==> src/rtl/usr_shift_sequencer.sv <==
// Feeds a universal shift register: one LOAD then WIDTH-1 SHIFTs per accepted word,
// optionally padded with NOP hold cycles, and strobes each bit the register presents.
module usr_shift_sequencer #(
    parameter int unsigned WIDTH       = 4,
    parameter int unsigned HOLD_CYCLES = 0
) (
    input  logic                     Clk_In,
    input  logic                     Reset_In,
    input  logic                     Word_Valid_In,
    output logic                     Word_Ready_Out,
    input  logic [WIDTH-1:0]         Word_Data_In,
    input  logic                     Word_Dir_In,
    input  logic                     Fill_Bit_In,
    output logic                     USR_Enable_Out,
    output logic [1:0]               USR_Operation_Select_Out,
    output logic [WIDTH-1:0]         USR_Parallel_Data_Out,
    output logic                     USR_Serial_Left_Side_Data_Out,
    output logic                     USR_Serial_Right_Side_Data_Out,
    output logic                     Serial_Select_Out,
    output logic                     Bit_Valid_Out,
    output logic [$clog2(WIDTH)-1:0] Bit_Index_Out,
    output logic                     Busy_Out,
    output logic                     Done_Out
);

    localparam int unsigned IDX_W      = $clog2(WIDTH);
    localparam int unsigned HCNT_W     = (HOLD_CYCLES > 1) ? $clog2(HOLD_CYCLES) : 1;
    localparam int unsigned HOLD_LAST  = (HOLD_CYCLES > 0) ? HOLD_CYCLES - 1 : 0;
    localparam int unsigned SHIFT_LAST = WIDTH - 2;

    localparam logic [1:0] OP_NOP  = 2'd0;
    localparam logic [1:0] OP_SHL  = 2'd1;
    localparam logic [1:0] OP_SHR  = 2'd2;
    localparam logic [1:0] OP_LOAD = 2'd3;

    typedef enum logic [2:0] {
        ST_IDLE,
        ST_LOAD,
        ST_HOLD,
        ST_SHIFT,
        ST_DONE
    } state_e;

    state_e              state_q, state_d;
    logic [HCNT_W-1:0]   hold_cnt_q, hold_cnt_d;
    logic [IDX_W-1:0]    shift_cnt_q, shift_cnt_d;
    logic                after_load_q, after_load_d;
    logic                en_q;
    logic                dir_q, dir_d;
    logic                fill_q, fill_d;
    logic [1:0]          op_q, op_d;
    logic [WIDTH-1:0]    pdata_q, pdata_d;
    logic                sl_q, sl_d;
    logic                sr_q, sr_d;
    logic                bit_valid_q, bit_valid_d;
    logic [IDX_W-1:0]    bit_idx_q, bit_idx_d;
    logic                done_q, done_d;
    logic                next_cmd;

    assign Word_Ready_Out = (state_q == ST_IDLE) && en_q;
    assign Busy_Out       = (state_q != ST_IDLE);

    // Next state; command outputs decode the next state so they are live during that state
    always_comb begin
        state_d      = state_q;
        hold_cnt_d   = hold_cnt_q;
        shift_cnt_d  = shift_cnt_q;
        after_load_d = after_load_q;
        dir_d        = dir_q;
        fill_d       = fill_q;
        pdata_d      = pdata_q;
        op_d         = OP_NOP;
        sl_d         = sl_q;
        sr_d         = sr_q;
        bit_valid_d  = (state_q == ST_LOAD) || (state_q == ST_SHIFT);
        bit_idx_d    = bit_idx_q;
        done_d       = 1'b0;
        next_cmd     = 1'b0;

        case (state_q)
            ST_IDLE: begin
                if (Word_Valid_In && Word_Ready_Out) begin
                    state_d = ST_LOAD;
                    pdata_d = Word_Data_In;
                    dir_d   = Word_Dir_In;
                    fill_d  = Fill_Bit_In;
                end
            end
            ST_LOAD: begin
                after_load_d = 1'b1;
                bit_idx_d    = '0;
                if (HOLD_CYCLES > 0) begin
                    state_d    = ST_HOLD;
                    hold_cnt_d = '0;
                end else begin
                    next_cmd = 1'b1;
                end
            end
            ST_SHIFT: begin
                after_load_d = 1'b0;
                bit_idx_d    = shift_cnt_q + IDX_W'(1);
                if (HOLD_CYCLES > 0) begin
                    state_d    = ST_HOLD;
                    hold_cnt_d = '0;
                end else begin
                    next_cmd = 1'b1;
                end
            end
            ST_HOLD: begin
                if (hold_cnt_q == HCNT_W'(HOLD_LAST)) begin
                    next_cmd = 1'b1;
                end else begin
                    hold_cnt_d = hold_cnt_q + HCNT_W'(1);
                end
            end
            ST_DONE: state_d = ST_IDLE;
            default: state_d = ST_IDLE;
        endcase

        // After a bit period ends: first shift, next shift, or finish the word
        if (next_cmd) begin
            if (after_load_d) begin
                state_d     = ST_SHIFT;
                shift_cnt_d = '0;
            end else if (shift_cnt_q == IDX_W'(SHIFT_LAST)) begin
                state_d = ST_DONE;
            end else begin
                state_d     = ST_SHIFT;
                shift_cnt_d = shift_cnt_q + IDX_W'(1);
            end
        end

        if (state_d == ST_LOAD) begin
            op_d = OP_LOAD;
        end else if (state_d == ST_SHIFT) begin
            op_d = dir_d ? OP_SHR : OP_SHL;
            sl_d = fill_d;
            sr_d = fill_d;
        end
        done_d = (state_d == ST_DONE);
    end

    always_ff @(posedge Clk_In or negedge Reset_In) begin
        if (!Reset_In) begin
            state_q      <= ST_IDLE;
            hold_cnt_q   <= '0;
            shift_cnt_q  <= '0;
            after_load_q <= 1'b0;
            en_q         <= 1'b0;
            dir_q        <= 1'b0;
            fill_q       <= 1'b0;
            op_q         <= OP_NOP;
            pdata_q      <= '0;
            sl_q         <= 1'b0;
            sr_q         <= 1'b0;
            bit_valid_q  <= 1'b0;
            bit_idx_q    <= '0;
            done_q       <= 1'b0;
        end else begin
            state_q      <= state_d;
            hold_cnt_q   <= hold_cnt_d;
            shift_cnt_q  <= shift_cnt_d;
            after_load_q <= after_load_d;
            en_q         <= 1'b1;
            dir_q        <= dir_d;
            fill_q       <= fill_d;
            op_q         <= op_d;
            pdata_q      <= pdata_d;
            sl_q         <= sl_d;
            sr_q         <= sr_d;
            bit_valid_q  <= bit_valid_d;
            bit_idx_q    <= bit_idx_d;
            done_q       <= done_d;
        end
    end

    assign USR_Enable_Out                 = en_q;
    assign USR_Operation_Select_Out       = op_q;
    assign USR_Parallel_Data_Out          = pdata_q;
    assign USR_Serial_Left_Side_Data_Out  = sl_q;
    assign USR_Serial_Right_Side_Data_Out = sr_q;
    assign Serial_Select_Out              = dir_q;
    assign Bit_Valid_Out                  = bit_valid_q;
    assign Bit_Index_Out                  = bit_idx_q;
    assign Done_Out                       = done_q;

endmodule

==> config.mk <==
export PLATFORM = sky130hd
export DESIGN_NAME = usr_shift_sequencer
export DESIGN_NICKNAME = d
export VERILOG_FILES = /design/src/rtl/usr_shift_sequencer.sv
export SDC_FILE = /design/constraint.sdc
export NUM_CORES = 1
export LEC_CHECK = 0
export CAP_MARGIN = 20
export CORE_MARGIN = 4
export CORE_UTILIZATION = 53
export CTS_CLUSTER_DIAMETER = 80
export DETAILED_ROUTE_END_ITERATION = 7
export DONT_BUFFER_PORTS = 1
export GPL_TIMING_DRIVEN = 0
export PLACE_DENSITY = 0.8
export SETUP_SLACK_MARGIN = 0.3
export SLEW_MARGIN = 20
export SYNTH_ARGS = -nofsm -noshare
export SYNTH_HDL_FRONTEND = slang
export SYNTH_SLANG_ARGS = --single-unit
==> constraint.sdc <==
create_clock -name Clk_In -period 1.5 [get_ports Clk_In]
set_input_delay 0.3 -clock Clk_In [delete_from_list [all_inputs] [get_ports Clk_In]]
set_output_delay 0.3 -clock Clk_In [all_outputs]
set_load 0.005 [all_outputs]
* Word level (Yosys, flattened, before mapping)
Cells that the tools add are included.
** Operators by class
- Muxes and demuxes :: 19
- Bitwise gates (word level) :: 1
- Reduce and logical (&&, ||, !) cells :: 11
- Eq/ne operators :: 8
- Add/sub/neg operators :: 2
** Operators by type and width (number)
- 3-bit two-way mux :: 4
- 2-bit two-way mux :: 5
- 3-bit by 2-bit equality test with 1-bit output, second input constant :: 3
- 3-bit by 1-bit equality test with 1-bit output, second input constant :: 2
- 1-bit two-way mux :: 6
- 3-bit one-hot mux with 2 select lines :: 1
- 2-bit AND reduction :: 3
- 1-bit one-hot mux with 2 select lines :: 2
- 2-bit one-hot mux with 2 select lines :: 1
- 3-bit equality test, second input constant :: 1
- 3-bit logical NOT :: 1
- 3-bit nonzero test :: 1
- 3-bit OR reduction :: 1
- 2-bit by 1-bit adder with 2-bit output, second input constant :: 1
- 2-bit equality test, second input constant :: 1
- 1-bit logical AND :: 2
- 2-bit != test, second input constant :: 1
- 2-bit nonzero test :: 1
- 2-bit OR reduction :: 1
- 1-bit adder, second input constant :: 1
- 1-bit logical OR :: 1
- 1-bit inverter :: 1
** Storage, ports and cells
- Output and inout bits :: 16
- Flip-flop bits (word level) :: 21
- Input bits :: 9

* Logic depth before layout (Yosys ltp)
- Word-level depth :: 9
- Depth in mapped cells :: 5
- Depth with buffers taken out :: 5

* Worst setup path after synthesis
No wires, ideal clock.
- Path kind :: register to register
- Start point :: reg shift_cnt_q[0]
- End point :: reg sr_q (netlist: USR_Serial_Right_Side_Data_Out)
- Path buffers :: 0
- Arrival time :: 1.319 ns
- Clock period less this slack :: 1.444 ns
- Setup time :: 0.125 ns
- Slack :: 0.056 ns
- Stages on the path, launching flop included :: 5
- Path through :: dfrtp_1 -> inv_1 -> ha_1 -> a311oi_4 -> mux2_4
** On the way
- Longest elaborated chain between the ends :: 7
- Elaborated cells between the ends (all ways) :: 8
- Those cells by class :: 3 x eq/ne; 3 x mux; 1 x bitwise; 1 x reduce/logical
** RTL lines
- start, declared :: RTL line 46 : logic [IDX_W-1:0] shift_cnt_q, shift_cnt_d;
- start signal, assigned :: RTL line 162 : shift_cnt_q <= shift_cnt_d;
- 2-bit equality test * :: RTL line 125 : end else if (shift_cnt_q == IDX_W'(SHIFT_LAST)) begin
- 3-bit two-way mux * :: RTL line 125
- 3-bit two-way mux * :: RTL line 122 : if (after_load_d) begin
- 3-bit two-way mux * :: RTL line 121 : if (next_cmd) begin
- named net state_d[1] :: RTL line 44 : state_e state_q, state_d;
- 3-bit by 1-bit equality test with 1-bit output :: RTL line 133 : if (state_d == ST_LOAD) begin
- 1-bit inverter (no line)
- 2-bit AND reduction (no line) *
- end signal, assigned :: RTL line 170 : sr_q <= sr_d;
- end, declared :: RTL line 54 : logic sr_q, sr_d;
The timed path passes the listed nets; every way through them passes the cells marked *.
A chain may end at the register's enable or synchronous reset.

* Worst setup path after layout
- Start point :: reg state_q[1]
- End point :: out Word_Ready_Out
** On the way
- Longest elaborated chain between the ends :: 2
** RTL lines
- start, declared :: RTL line 44
- start signal, assigned :: RTL line 160 : state_q <= state_d;
- 3-bit logical NOT :: RTL line 60 : assign Word_Ready_Out = (state_q == ST_IDLE) && en_q;
- 1-bit logical AND :: RTL line 60
- end, declared :: RTL line 10 : output logic Word_Ready_Out,
Every way passes these cells.

==> results.ini <==
[yosys]
synth_flop_cell=dfrtp_1
yosys_warnings=0
syn_nets=73
netlist_area_um2=857.1
synth_seq_area_share=0.5839
avgSynthCellArea_um2=13.60
synth_commonest_cells=dfrtp_1 (20), inv_1 (5), mux2_2 (5), nand2_1 (3), nand2b_1 (3)
synth_compound_area_frac=0.1168
synthArstFlopShare=1.000
synthCells=63
yosys.area.top_type_share=0.5839
synth_top_area_cell=dfrtp_1
synth.area.mux_share=0.1007
synth_top_family_by_area=simple AND/OR/NAND/NOR gates
synth_adder_area_share=0.01460
ys_ff_latch=20
synth-simple-area-share=0.1358
synth_edf_count=0
post-synth-top-count-cell=dfrtp_1
synth_cell_type_count=28
yosys-top-cells-area=dfrtp_1 (58%), mux2_2 (6.6%), mux2_4 (3.5%)
synth_xor_xnor_area_share=0

[die]
die_y_um=48.22
rows=14
coreArea_um2=1524
dieArea_um2=2325
start_util=0.5624
num_io_pins=25
fp.dieW_um=48.22

[worst_setup_path]
worstSetupPathType=reg2out
cp_max_fo=9
regToRegSetupSlack_ns=0.05
crit_path_cell_trace=buf_6 > nor3_4 > and2_4
cp.arrival_ns=1.17
startpoint_type=flop
cp.required_ns=1.20
crit_slowest_cell=dfrtp_1
end_kind=output pin
slowest_delay_ns=0.40

[clocking]
htree_num_levels=1
clock_path_buffers=2
cts_buffers=3
cts_root_buf=clkbuf_4
clock-sinks=20
cts_tree=built
clk_transition_reported_paths_ns=0.11
clk_latency_ns=0.29

[timing]
finalCriticalPeriod_ns=1.466
fmax_mhz=682.0
finalClockSkew_ns=0.005701
tightestPinTransition_ns=0.8594
slew_violations=0
rsz0062_at_grt=true
slew_headroom=0.4271
setup_viol=0
fin_tns_setup_ns=0
setup_ws_ns=0.03368
final_hold_viol_count=0
fin_crit_sh=0.9775
holdWs_ns=0.1269

[power]
peakVddDrop_v=0.001243
switching_share=0.3221
power_density_nw_per_um2=2314
power_switching_w=0.0008246
power_w=0.002560
clockPowerShare=0.116
leakage_nw=0.5311
p_comb_frac=0.494
seqPwrFrac=0.390
p_int_w=0.001735

[drt]
dr.pass1.iters=4
viasPerCell=5.542
postRouteAntennaNets=0
drt_iter0_drc=3
detail_route.wl_per_cell_um=15.78
finalWirelength_um=1515
drc=0
vias=532

[global_route]
grt_pass1_wl_um=2318
grt_usage=0.1448
antenna_found_initial=0
grt_overflow=0
grt_pass1_vias=525
grt_max_degree=21

[finish]
utilization=0.7258
area_growth_pct=29.05
drive_above_1_share=0.5500
antennaDiodeCount=0
fin_nets=91

[job]
drv_cap=0

[placed_design]
portBuffers=0
pre_cts_ws_ns=-0.01568
gp_congestion=0.7247
dp_hpwl_um=949.3

[min_path]
min_path_type=in2reg

[outcome]
outcome=completed

## cell families (layout without fill, tap and decap cells)
kind of cell,after synthesis,after routing
multiplexers,7,7
flip-flops,20,20
adder cells (fa/ha/maj),1,1
AND/OR/NAND/NOR,16,16
buffers and inverters,7,24
other,1,1
AO/OA/AOI/OAI,11,11
## power groups by stage
stage          Clock (W)  Sequential, W  Combinational (W)
2_1_floorplan          0       0.000953           0.000699
3_3_place_gp           0       0.000994           0.000764
3_5_place_dp           0        0.00101           0.000794
4_1_cts         0.000309       0.000998            0.00106
5_1_grt         0.000339        0.00104            0.00138
6_report        0.000297       0.000999            0.00126
## sequential cells by signal (all words and copies together), names as in the netlist
name and count:
Done_Out 1, state_q 3, USR_Operation_Select_Out 2, after_load_q 1, Serial_Select_Out 1, USR_Parallel_Data_Out 4
Bit_Index_Out 2, USR_Serial_Right_Side_Data_Out 1, Bit_Valid_Out 1, shift_cnt_q 2, fill_q 1, USR_Enable_Out 1
## routing by layer
metal / vias to the layer above / GRT usage / wire length, um
li1: 254 / - / -
met1: 256 / 0.1856 / 627
met2: 16 / 0.2188 / 753
met3: 6 / 0.04059 / 89
met4: 0 / 0.08065 / 44
met5: - / 0 / 0
## layout by cell type (no fill, tap or decap), types with 2 or more instances in the layout
cell type,synthesis,layout
inv_2,0,2
nand2_1,3,3
dfrtp_2,0,2
nand2b_1,3,3
buf_4,1,8
and4b_2,2,2
mux2_4,2,6
dfrtp_1,20,18
inv_1,5,3
clkbuf_4,0,3
buf_6,1,6
## stage by stage
step / area [um2] / cells
6_report: 1106 / 96
3_3_place_gp: 883.3 / 79
2_1_floorplan: 863.3 / 63
5_1_grt: 1106 / 96
4_1_cts: 1015 / 90
3_5_place_dp: 883.3 / 79
## final cells by class
class	count	area (um2)
well taps	16	20.02
clock buffers	4	36.28
inverters	5	18.77
multi-input cells	36	387.9
repair buffers	13	117.6
plain buffers	2	22.52
fillers	104	417.9
flip-flops and latches	20	503.0
## final timing paths
path                                                               to                         start  cells past startpoint
worst max-delay path                                   Word_Ready_Out          state_q[1]$_DFF_PN0_                      3
worst min-delay path            USR_Operation_Select_Out[0]$_DFF_PN0_                 Word_Valid_In                      1
worst max register to register             shift_cnt_q[1]$_DFFE_PN0P_          state_q[1]$_DFF_PN0_                      4
worst min register to register           Bit_Index_Out[1]$_DFFE_PN0N_  Bit_Index_Out[1]$_DFFE_PN0N_                      2
max in group asynchronous                        state_q[0]$_DFF_PN0_                      Reset_In                      1
min in group asynchronous                            fill_q$_DFF_PN0_                      Reset_In                      1
## timing repair
item                       4_1_cts  5_1_grt
hold buffers                     1        0
setup endpoints to repair       15       37
gates resized for setup         10       13
hold endpoints to repair        20        0
buffers inserted                 6        6
pin swaps                        3        3
## worst max-delay path, delay by kind of cell (launching register included)
family        cells  cell delay (ns)
buf+inv           1             0.15
simple gates      2             0.34
flops             1             0.40
(Power assumes the default switching activity.)
